==> config.mk <==
export PLATFORM = sky130hd
export DESIGN_NAME = debug_controller
export DESIGN_NICKNAME = d
export VERILOG_FILES = /design/src/rtl/debug_controller.sv
export SDC_FILE = /design/constraint.sdc
export NUM_CORES = 1
export LEC_CHECK = 0
export BUFFER_PORTS_ARGS = -buffer_cell sky130_fd_sc_hd__buf_2
export CAP_MARGIN = 20
export CELL_PAD_IN_SITES_DETAIL_PLACEMENT = 1
export CELL_PAD_IN_SITES_GLOBAL_PLACEMENT = 1
export CORE_ASPECT_RATIO = 0.9
export CORE_MARGIN = 2
export CORE_UTILIZATION = 38
export DETAILED_ROUTE_END_ITERATION = 12
export GPL_TIMING_DRIVEN = 0
export HOLD_SLACK_MARGIN = 0.06
export PLACE_DENSITY_LB_ADDON = 0.1
export REMOVE_ABC_BUFFERS = 1
export SYNTH_ARGS = -nofsm -noshare
export SYNTH_HDL_FRONTEND = slang
export SYNTH_SLANG_ARGS = --single-unit
==> constraint.sdc <==
create_clock -name i_clk -period 2.8 [get_ports i_clk]
set_input_delay 0.42 -clock i_clk [delete_from_list [all_inputs] [get_ports i_clk]]
set_output_delay 0.42 -clock i_clk [all_outputs]
set_load 0.005 [all_outputs]
==> src/rtl/debug_controller.sv <==
// rtl/debug_controller.sv - UART-driven load/run/step/dump controller for the MIPS debug port
// Loads instruction words, gates pipeline execution and serialises PC/registers/memory to the host.
module debug_controller #(
  parameter int                   INST_SZ   = 32,
  parameter int                   PC_SZ     = 32,
  parameter int                   REG_SZ    = 5,
  parameter int                   BYTE_SZ   = 8,
  parameter logic [INST_SZ-1:0]   HALT_INST = 32'hFFFF_FFFF,
  parameter logic [BYTE_SZ-1:0]   CMD_LOAD  = 8'h4C,
  parameter logic [BYTE_SZ-1:0]   CMD_RUN   = 8'h43,
  parameter logic [BYTE_SZ-1:0]   CMD_STEP  = 8'h53
) (
  input  logic               i_clk,
  input  logic               i_reset,
  input  logic [BYTE_SZ-1:0] i_rx_data,
  input  logic               i_rx_done,
  input  logic               i_tx_done,
  input  logic [PC_SZ-1:0]   i_pc,
  input  logic [INST_SZ-1:0] i_reg,
  input  logic [INST_SZ-1:0] i_mem,
  input  logic               i_halt,
  output logic [INST_SZ-1:0] o_instruction,
  output logic               o_write,
  output logic               o_enable,
  output logic [REG_SZ-1:0]  o_debug_addr,
  output logic [BYTE_SZ-1:0] o_tx_data,
  output logic               o_tx_start,
  output logic [2:0]         o_state
);

  localparam int BYTES      = INST_SZ / BYTE_SZ;
  localparam int BCNT_W     = $clog2(BYTES);
  localparam int NREGS      = 1 << REG_SZ;
  localparam int DUMP_WORDS = 1 + 2 * NREGS;
  localparam int WCNT_W     = $clog2(DUMP_WORDS);

  typedef enum logic [2:0] {
    S_IDLE       = 3'd0,
    S_LOAD       = 3'd1,
    S_RUN        = 3'd2,
    S_STEP       = 3'd3,
    S_DUMP_ADDR  = 3'd4,
    S_DUMP_LATCH = 3'd5,
    S_DUMP_SEND  = 3'd6,
    S_DUMP_WAIT  = 3'd7
  } state_t;

  state_t              state_q, state_d;
  logic [BCNT_W-1:0]   byte_cnt_q, byte_cnt_d;
  logic [WCNT_W-1:0]   word_cnt_q, word_cnt_d;
  logic [INST_SZ-1:0]  shift_q, shift_d;
  logic [INST_SZ-1:0]  instr_q, instr_d;
  logic                write_q, write_d;
  logic                enable_q, enable_d;
  logic [REG_SZ-1:0]   addr_q, addr_d;
  logic [BYTE_SZ-1:0]  tx_data_q, tx_data_d;
  logic                tx_start_q, tx_start_d;

  logic                last_byte;
  logic                last_word;
  logic [INST_SZ-1:0]  load_word;
  logic [INST_SZ-1:0]  dump_word;

  assign last_byte = (byte_cnt_q == BCNT_W'(BYTES - 1));
  assign last_word = (word_cnt_q == WCNT_W'(DUMP_WORDS - 1));
  assign load_word = {shift_q[INST_SZ-BYTE_SZ-1:0], i_rx_data};

  // Word 0 is the PC, then the register file, then data memory.
  always_comb begin
    dump_word = INST_SZ'(i_pc);
    if (word_cnt_q == '0) begin
      dump_word = INST_SZ'(i_pc);
    end else if (word_cnt_q <= WCNT_W'(NREGS)) begin
      dump_word = i_reg;
    end else begin
      dump_word = i_mem;
    end
  end

  always_ff @(posedge i_clk or negedge i_reset) begin
    if (!i_reset) begin
      state_q <= S_IDLE;
    end else begin
      state_q <= state_d;
    end
  end

  always_comb begin
    state_d = state_q;
    case (state_q)
      S_IDLE: begin
        if (i_rx_done) begin
          case (i_rx_data)
            CMD_LOAD: state_d = S_LOAD;
            CMD_RUN:  state_d = S_RUN;
            CMD_STEP: state_d = S_STEP;
            default:  state_d = S_IDLE;
          endcase
        end
      end
      S_LOAD: begin
        if (i_rx_done && last_byte && (load_word == HALT_INST)) begin
          state_d = S_IDLE;
        end
      end
      S_RUN: begin
        if (i_halt) begin
          state_d = S_DUMP_ADDR;
        end
      end
      S_STEP: begin
        // enable_q high means the single step pulse has just been issued.
        if (enable_q || i_halt) begin
          state_d = S_DUMP_ADDR;
        end
      end
      S_DUMP_ADDR:  state_d = S_DUMP_LATCH;
      S_DUMP_LATCH: state_d = S_DUMP_SEND;
      S_DUMP_SEND:  state_d = S_DUMP_WAIT;
      S_DUMP_WAIT: begin
        if (i_tx_done) begin
          if (!last_byte) begin
            state_d = S_DUMP_SEND;
          end else if (last_word) begin
            state_d = S_IDLE;
          end else begin
            state_d = S_DUMP_ADDR;
          end
        end
      end
      default: state_d = S_IDLE;
    endcase
  end

  always_comb begin
    byte_cnt_d = byte_cnt_q;
    word_cnt_d = word_cnt_q;
    shift_d    = shift_q;
    instr_d    = instr_q;
    write_d    = 1'b0;
    enable_d   = 1'b0;
    addr_d     = addr_q;
    tx_data_d  = tx_data_q;
    tx_start_d = 1'b0;
    case (state_q)
      S_LOAD: begin
        if (i_rx_done) begin
          shift_d    = load_word;
          byte_cnt_d = last_byte ? '0 : byte_cnt_q + BCNT_W'(1);
          if (last_byte) begin
            instr_d = load_word;
            write_d = 1'b1;
          end
        end
      end
      S_RUN: begin
        enable_d = !i_halt;
      end
      S_STEP: begin
        enable_d = !i_halt && !enable_q;
      end
      S_DUMP_ADDR: begin
        addr_d = (word_cnt_q == '0) ? '0 : REG_SZ'(word_cnt_q - WCNT_W'(1));
      end
      S_DUMP_LATCH: begin
        shift_d = dump_word;
      end
      S_DUMP_SEND: begin
        tx_data_d  = shift_q[INST_SZ-1 -: BYTE_SZ];
        tx_start_d = 1'b1;
      end
      S_DUMP_WAIT: begin
        if (i_tx_done) begin
          shift_d    = shift_q << BYTE_SZ;
          byte_cnt_d = last_byte ? '0 : byte_cnt_q + BCNT_W'(1);
          if (last_byte) begin
            word_cnt_d = last_word ? '0 : word_cnt_q + WCNT_W'(1);
          end
        end
      end
      default: ;
    endcase
  end

  always_ff @(posedge i_clk or negedge i_reset) begin
    if (!i_reset) begin
      byte_cnt_q <= '0;
      word_cnt_q <= '0;
      shift_q    <= '0;
      instr_q    <= '0;
      write_q    <= 1'b0;
      enable_q   <= 1'b0;
      addr_q     <= '0;
      tx_data_q  <= '0;
      tx_start_q <= 1'b0;
    end else begin
      byte_cnt_q <= byte_cnt_d;
      word_cnt_q <= word_cnt_d;
      shift_q    <= shift_d;
      instr_q    <= instr_d;
      write_q    <= write_d;
      enable_q   <= enable_d;
      addr_q     <= addr_d;
      tx_data_q  <= tx_data_d;
      tx_start_q <= tx_start_d;
    end
  end

  assign o_instruction = instr_q;
  assign o_write       = write_q;
  assign o_enable      = enable_q;
  assign o_debug_addr  = addr_q;
  assign o_tx_data     = tx_data_q;
  assign o_tx_start    = tx_start_q;
  assign o_state       = state_q;

endmodule

# Word level (Yosys, flattened, before mapping)
# Cells that the tools add are included.
word_totals:
  register_bits: 92
  wordCells: 73
op_classes:
  n_addsub: 3
  order_cmp: 1
  n_eq_ne: 19
  n_mux: 25
  n_reduce_logical: 15
ops:
  columns: ["cell", "n"]
  rows:
  - ["two-way mux 32 bit", 4]
  - ["case mux 32 bit (3 select lines)", 1]
  - ["equality test 32 bit (second input constant)", 1]
  - ["equality test 8 x 7 -> 1 bit (second input constant)", 3]
  - ["case mux 3 bit (8 select lines)", 1]
  - ["two-way mux 3 bit", 7]
  - ["equality test 3 bit (second input constant)", 4]
  - ["inequality test 2 bit (second input constant)", 6]
  - ["AND reduction 3 bit", 4]
  - ["adder 7 x 1 -> 7 bit (second input constant)", 1]
  - ["equality test 7 bit (second input constant)", 1]
  - ["<= comparator 7 x 6 -> 1 bit (second input constant)", 1]
  - ["zero test 7 bit", 1]
  - ["two-way mux 7 bit", 1]
  - ["equality test 3 x 2 -> 1 bit (second input constant)", 2]
  - ["two-way mux 2 bit", 3]
  - ["case mux 2 bit (3 select lines)", 1]
  - ["two-way mux 5 bit", 1]
  - ["AND reduction 5 bit", 1]
  - ["subtractor 5 x 1 -> 5 bit (second input constant)", 1]
  - ["two-way mux 1 bit", 4]
  - ["case mux 2 bit (2 select lines)", 1]
  - ["equality test 3 x 1 -> 1 bit (second input constant)", 1]
  - ["logical AND 1 bit", 3]
  - ["other kinds (8)", 9]

# Longest topological paths before layout
# Gate-level depths: netlist of run 1.
logic_depth:
  ltp_word: 5
  mapped_depth: 8
  ltp_nobuf: 7

# Worst setup path after synthesis of run 1
# Ideal clock, no wire load.
synth_path:
  path_type: "reg-to-reg"
  start: "reg word_cnt_q[0]"
  end: "reg shift_q[7]"
  arrival_ns: 1.944
  setup_slack_ns: 0.723
  stages_incl_launch_ff: 9
  n_path_buf: 1
  period_less_slack_ns: 2.077
  path_cell_list: "dfrtp_1 inv_1 ha_1 or4b_4 a21oi_4 buf_6 nor2b_1 a211oi_1 o211ai_1"
synth_between:
  elab_chain_cells: 4
  word_cells_on_any_way: 5
  classes_between: "order compare: 1; mux: 3; reduce/logical: 1"
synth_lines:
  columns: ["element", "line_no", "rtl"]
  rows:
  - ["start, declared", "50", "logic [WCNT_W-1:0] word_cnt_q, word_cnt_d;"]
  - ["start signal, assigned", "198", "word_cnt_q <= word_cnt_d;"]
  - ["<= comparator 7 x 6 -> 1 bit", "73", "end else if (word_cnt_q <= WCNT_W'(NREGS)) begin"]
  - ["two-way mux 32 bit", "73", null]
  - ["two-way mux 32 bit (*)", "71", "if (word_cnt_q == '0) begin"]
  - ["case mux 32 bit (3 select lines) (*)", "145", "case (state_q)"]
  - ["end signal, assigned", "199", "shift_q <= shift_d;"]
  - ["end, declared", "51", "logic [INST_SZ-1:0] shift_q, shift_d;"]
# Every way passes the cells marked *; elsewhere a longest branch is shown, timed or not.
# A chain may end at the register's enable or synchronous reset.

# Worst setup path in the final report of run 1
layout_path:
  start: "reg word_cnt_q[0]"
  end: "reg shift_q[6]"
# Same word-level chain as after synthesis.

==> flow_metrics.env, run 1 <==
export IMPL_clockRootBuffer="clkbuf_16"
export IMPL_cts_tree="done"
export IMPL_endpoint_kind="flip-flop"
export IMPL_die_area_sq_um=13400
export IMPL_yosysUniqueCellTypes=39
export IMPL_cts_max_path_buffers=2
export IMPL_netlist_instances=488
export IMPL_initial_core_util=0.392
export IMPL_grt_pass1_wl_um=24100
export IMPL_stdcell_area_sq_um=6100
export IMPL_htreeDepth=3
export IMPL_cts_resized=0
export IMPL_numCtsBuffers=9
export IMPL_avgRoutedWirePerCell_um=19.0
export IMPL_finalCriticalPeriod_ns=2.55
export IMPL_fmax_mhz=392
export IMPL_syn2layout_area_growth_pct=28.3
export IMPL_worstHoldPathType="in2async"
export IMPL_antenna_found_initial=1
export IMPL_fin_util=0.504
export IMPL_fp_dieW_um=122
export IMPL_nNetsFinal=748
export IMPL_wirelength_um=15200
export IMPL_clk_pin_slew_worst_paths_ns=0.07
export IMPL_io_pins=160
export IMPL_clock_sink_count=92
export IMPL_drtIter0Drc=309
export IMPL_core_area_sq_um=12100
export IMPL_criticalPathCategory="reg2reg"
export IMPL_hold_violations=0
export IMPL_skew_ns=0.00816
export IMPL_cp_top_family="simple AND/OR/NAND/NOR gates"
export IMPL_grt_pass1_vias=4450
export IMPL_worstPathMaxFanout=21
export IMPL_r2r_slack_ns=0.25
export IMPL_hold_buffers=0
export IMPL_die_y_um=110
export IMPL_grt_overflow_total=0
export IMPL_cp_required_ns=3.07
export IMPL_via_count=4344
export IMPL_syn_area_sq_um=4760
export IMPL_grt_max_degree=48
export IMPL_insertedDiodeCount=0
export IMPL_grt_use_total=0.237
export IMPL_dp_cells=779
export IMPL_placed_area_sq_um=5710
export IMPL_maxCapViolCount=0
export IMPL_setup_viol=0
export IMPL_drive_gt1_frac=0.355
export IMPL_yosysWarnings=0
export IMPL_timing_setup_tns_ns=0
export IMPL_port_buffers=159
export IMPL_cp_arrival_ns=2.82
export IMPL_path_buf_inv=2
export IMPL_status="completed"
export IMPL_post_layout_nonfiller_instances=800
export IMPL_insertion_delay_ns=0.35
export IMPL_ir_drop_v=0.000361
export IMPL_ys_ff_latch=92
export IMPL_critical_path_cell_chain="inv_1 -> ha_1 -> or4b_4 -> nor3_4 -> buf_16 -> a211oi_1 -> o211ai_1"
export IMPL_period_share=0.911
export IMPL_slowest_stage="nor3_4"
export IMPL_max_stage_delay_ns=0.71
export IMPL_maxSlewHeadroom=0.371
export IMPL_gp_congestion=0.810
export IMPL_rows=38
export IMPL_ant_nets=0
export IMPL_dp_hpwl_um=10700
export IMPL_syn_avg_cell_area_sq_um=9.75
export IMPL_vias_per_cell=5.43
export IMPL_yosysSeqAreaShare=0.484
export IMPL_firstDrtPassIters=4
export IMPL_rsz0062_at_grt="no"
export IMPL_power_leakage_nw=3.01
export IMPL_worst_pin_slew_ns=0.938
export IMPL_start_kind="flip-flop"
export IMPL_power_density_nw_per_um2=921
export IMPL_drc=0
export IMPL_maxSlewViolCount=0
sequential cells by signal (all words and copies together), names as in the netlist, 2 cells and up:
| name | count |
|---|---|
| byte_cnt_q | 2 |
| o_instruction | 32 |
| shift_q | 32 |
| o_debug_addr | 5 |
| o_state | 3 |
| o_tx_data | 8 |
| word_cnt_q | 7 |
cell families (layout without fill, tap and decap cells):
| family | Yosys count | count (layout) | synth area share |
|---|---|---|---|
| AOI/OAI and AO/OA | 142 | 143 | 0.180 |
| xor gates and xnor gates | 5 | 5 | 0.00920 |
| adders and majority gates | 4 | 4 | 0.0105 |
| buffers and inverters | 41 | 192 | 0.0460 |
| DFF | 92 | 92 | 0.484 |
| muxes | 36 | 36 | 0.0849 |
| and+or+nand+nor | 168 | 168 | 0.186 |
path summary, 6_finish.rpt:
check / from / to / cells after the start
min reg2reg: shift_q[25] / o_tx_data[1] / 2
min in group i_clk: i_pc[19] / shift_q[19] / 3
max in group asynchronous: i_reset / o_instruction[23] / 2
max reg2reg: word_cnt_q[0] / shift_q[6] / 7
max: word_cnt_q[0] / shift_q[6] / 7
min: i_reset / o_debug_addr[2] / 1
layout by cell type, fill, tap and decap left out, types with 3 or more instances in the layout:
cell and n:
or2_2 3, o21ai_1 24, a21oi_1 26, nor4_1 3
o31ai_1 7, buf_2 158, and3_1 27, nor3_1 5
ha_1 4, nand3_1 19, nor2b_1 32, inv_1 6
dfrtp_1 92, mux2_2 35, or3_1 5, buf_4 3
nand2_1 54, xnor2_1 3, clkbuf_16 9, o211ai_1 8
nand4_1 8, buf_16 4, a211oi_1 33, o21ai_0 37
nor2_1 8
layout make-up:
type,count,area [sq um]
clock inverter,3,68.8
tap,160,200
inverter,7,26.3
sequential,92,2300
multi-input combinational,356,2260
clock buffer,13,260
timing repair buffer,169,990
fill,1441,6020
per-stage QoR:
step           power [mW]  setup slack [ns]  hold WS [ns]
2_1_floorplan        3.29            0.0786         0.124
3_3_place_gp         4.00             -1.48         0.450
3_5_place_dp         4.20           -0.0258         0.454
4_1_cts              5.61            0.0824        0.0990
5_1_grt              6.04            0.0300         0.115
6_report             5.62             0.250        0.0853
Yosys cell counts:
| master | instances | area, sq um |
|---|---|---|
| a211oi_1 | 33 | 248 |
| a21boi_0 | 1 | 7.51 |
| a21oi_1 | 26 | 130 |
| a21oi_4 | 1 | 16.3 |
| a31oi_1 | 1 | 6.26 |
| and3_1 | 27 | 169 |
| and4_1 | 1 | 8.76 |
| buf_2 | 4 | 20.0 |
| buf_4 | 2 | 15.0 |
| buf_6 | 4 | 45.0 |
| buf_8 | 2 | 30.0 |
| clkbuf_1 | 22 | 82.6 |
| clkinv_1 | 1 | 3.75 |
| dfrtp_1 | 92 | 2300 |
| ha_1 | 4 | 50.1 |
| inv_1 | 6 | 22.5 |
| mux2_2 | 35 | 394 |
| mux2i_1 | 1 | 10.0 |
| nand2_1 | 54 | 203 |
| nand3_1 | 19 | 95.1 |
| nand4_1 | 8 | 50.1 |
| nor2_1 | 9 | 33.8 |
| nor2b_1 | 32 | 200 |
| nor3_1 | 5 | 25.0 |
| nor3_4 | 1 | 16.3 |
| nor4_1 | 3 | 18.8 |
| o211ai_1 | 8 | 60.1 |
| o21a_1 | 1 | 7.51 |
| o21ai_0 | 37 | 185 |
| o21ai_1 | 24 | 120 |
| o21bai_1 | 1 | 7.51 |
| o22ai_1 | 1 | 6.26 |
| o31ai_1 | 7 | 52.6 |
| o41ai_1 | 1 | 8.76 |
| or2_2 | 3 | 18.8 |
| or3_1 | 5 | 31.3 |
| or4b_4 | 1 | 13.8 |
| xnor2_1 | 3 | 26.3 |
| xor2_1 | 2 | 17.5 |
timing repair:
action | CTS | global route
pin swaps | 1 | 1
gates cloned | 1 | 0
buffers inserted | 0 | 2
setup endpoints to repair | 4 | 7
routing by layer:
layer | global-route usage | vias to the layer above | share of wire
met5 | 0 | - | 0.00085
met4 | 0.0608 | 2 | 0.011
met3 | 0.0653 | 12 | 0.066
met2 | 0.388 | 131 | 0.48
met1 | 0.312 | 2141 | 0.45
li1 | - | 2058 | -
power by group:
part | leakage (nW) | switching (mW) | internal [mW]
registers | 1.20 | 0.391 | 1.71
logic | 1.65 | 1.28 | 0.899
clock network | 0.160 | 0.514 | 0.834
total | 3.01 | 2.18 | 3.44
Note: power is estimated with default switching activity, not from simulation.
==> run 2, diff against run 1 <==
==> constraint.sdc (replaced) <==
create_clock -name i_clk -period 2.8 [get_ports i_clk]
set_input_delay 0.14 -clock i_clk [delete_from_list [all_inputs] [get_ports i_clk]]
set_output_delay 0.14 -clock i_clk [all_outputs]
set_load 0.005 [all_outputs]
==> run 2 against run 1 <==
Compared with the run above: sequential share of layout area shrank 0.062 points; global-route usage stayed put; setup slack got worse by 0.0068 ns; flip-flop and latch count unchanged; via count up 0.25%; final cell count up 0.13%; design area grew 0.16%.
==> flow_metrics.env, run 2 (synthesized netlist as in run 1, its figures left out) <==
export IMPL_final_cell_mix="158 x buf_2, 92 x dfrtp_1, 54 x nand2_1, 37 x o21ai_0, 35 x mux2_2"
export IMPL_rr_worst_depth=7
export IMPL_fp_dieW_um=122
export IMPL_criticalPathCategory="reg2reg"
export IMPL_drtIter0Drc=293
export IMPL_fin_util=0.504
export IMPL_finalCriticalPeriod_ns=2.56
export IMPL_drc=0
export IMPL_power_switching_mw=2.18
export IMPL_avgRoutedWirePerCell_um=19.0
export IMPL_worstHoldEndpoint="shift_q[19]"
export IMPL_die_y_um=110
export IMPL_grt_pass1_vias=4450
export IMPL_start_kind="flip-flop"
export IMPL_status="completed"
export IMPL_wirelength_um=15200
export IMPL_gp_congestion=0.810
export IMPL_min_delay_start="i_pc[19]"
export IMPL_r2r_slack_ns=0.24
export IMPL_nNetsFinal=749
export IMPL_clockRootBuffer="clkbuf_16"
export IMPL_stdcell_area_sq_um=6110
export IMPL_core_area_sq_um=12100
export IMPL_ir_drop_v=0.000361
export IMPL_cp_arrival_ns=2.83
export IMPL_initial_core_util=0.392
export IMPL_cts_max_path_buffers=2
export IMPL_worstHoldPathType="in2reg"
export IMPL_insertion_delay_ns=0.35
export IMPL_timing_setup_tns_ns=0
export IMPL_via_count=4355
export IMPL_cp_required_ns=3.07
export IMPL_placed_area_sq_um=5710
export IMPL_maxCapViolCount=0
export IMPL_p_sw_frac=0.387
export IMPL_dp_hpwl_um=10700
export IMPL_firstDrtPassIters=4
export IMPL_rr_startpoint="word_cnt_q[0]"
export IMPL_period_share=0.913
export IMPL_pre_cts_slack_ns=-0.0258
export IMPL_cts_tree="done"
export IMPL_power_density_nw_per_um2=919
export IMPL_insertedDiodeCount=0
export IMPL_clockPowerShare=0.240
export IMPL_skew_ns=0.00734
export IMPL_grt_max_degree=48
export IMPL_maxSlewHeadroom=0.364
export IMPL_htreeDepth=3
export IMPL_grt_overflow_total=0
export IMPL_combPwrFrac=0.387
export IMPL_die_area_sq_um=13400
export IMPL_setup_viol=0
export IMPL_ant_nets=0
export IMPL_antenna_found_initial=1
export IMPL_critical_path_cell_chain="inv_1 -> ha_1 -> or4b_4 -> nor3_4 -> buf_16 -> a211oi_1 -> o211ai_1"
export IMPL_rr_endpoint="shift_q[6]"
export IMPL_power_leakage_nw=3.01
export IMPL_endpoint_kind="flip-flop"
export IMPL_fmax_mhz=391
export IMPL_rsz0062_at_grt="no"
export IMPL_numCtsBuffers=9
export IMPL_max_stage_delay_ns=0.71
export IMPL_grt_pass1_wl_um=24100
export IMPL_rows=38
export IMPL_grt_use_total=0.237
export IMPL_clk_pin_slew_worst_paths_ns=0.07
export IMPL_vias_per_cell=5.44
export IMPL_io_pins=160
export IMPL_num_fill_cells=1440
export IMPL_worst_pin_slew_ns=0.949
export IMPL_maxSlewViolCount=0
export IMPL_drive_gt1_frac=0.354
export IMPL_whs_path_depth=3
export IMPL_final_common_cell="buf_2"
export IMPL_hold_violations=0
export IMPL_worstPathMaxFanout=21
export IMPL_clock_sink_count=92
export IMPL_slowest_stage="nor3_4"
export IMPL_seqPwrFrac=0.374
export IMPL_port_buffers=159
export IMPL_finalPower_mw=5.62
export IMPL_internal_power_mw=3.44
export IMPL_syn2layout_area_growth_pct=28.5
export IMPL_worst_slack_ns=0.243
-- run 2: how the worst max path moves through the flow --
| stage | startpoint | endpoint | slack (ns) | cells after the start |
|---|---|---|---|---|
| finish | word_cnt_q[0] | shift_q[6] | 0.24 | 7 |
| global route | word_cnt_q[0] | shift_q[6] | 0.03 | 7 |
| CTS | word_cnt_q[0] | shift_q[30] | 0.08 | 6 |
| detailed placement | word_cnt_q[0] | shift_q[21] | -0.03 | 8 |
| global placement | o_state[2] | shift_q[4] | -1.48 | 4 |
| floorplan | o_state[1] | byte_cnt_q[0] | 0.08 | 4 |
-- run 2: final cells by class --
class | instances | area (sq um) | area share
Timing Repair Buffer | 170 | 1000 | 0.163
Clock inverter | 3 | 68.8 | 0.0113
Inverter | 7 | 26.3 | 0.00430
Tap cell | 160 | 200 | 0.0327
Multi-Input combinational cell | 356 | 2260 | 0.369
Clock buffer | 13 | 260 | 0.0426
Sequential cell | 92 | 2300 | 0.377
-- run 2: metrics by stage --
step	std cells	hold slack, ns
after detailed placement	779	0.197
after floorplan	454	-0.156
after global placement	773	0.428
final	801	0.0782
after CTS	797	0.0680
after global routing	801	0.0825
-- run 2: metal layers --
| metal | vias up | global-route usage | wire [um] |
|---|---|---|---|
| li1 | 2062 | - | - |
| met1 | 2149 | 0.312 | 6820 |
| met2 | 130 | 0.388 | 7240 |
| met3 | 12 | 0.0653 | 941 |
| met4 | 2 | 0.0608 | 164 |
| met5 | - | 0 | 13 |
-- run 2: what timing repair did --
item                       in CTS  in global routing
hold endpoints to repair       45                  0
gates resized for setup         0                  0
setup endpoints to repair       4                  7
gates cloned                    1                  0
setup buffers                   0                  2
pin swaps                       1                  1
hold buffers                    1                  0
-- run 2: critical path, delay by kind of cell (launching register included) --
family | cells | cell delay (ns)
AND/OR/NAND/NOR | 2 | 1.26
flip-flops | 1 | 0.46
buffers and inverters | 2 | 0.36
AO/OA/AOI/OAI | 2 | 0.24
adder cells (fa/ha/maj) | 1 | 0.14
-- run 2: power by group through the flow --
stage,clock network [mW],logic [mW],registers (mW)
floorplan,0,1.30,2.00
global placement,0,1.92,2.08
detailed placement,0,2.09,2.11
CTS,1.37,2.14,2.09
global route,1.43,2.45,2.16
finish,1.35,2.17,2.10
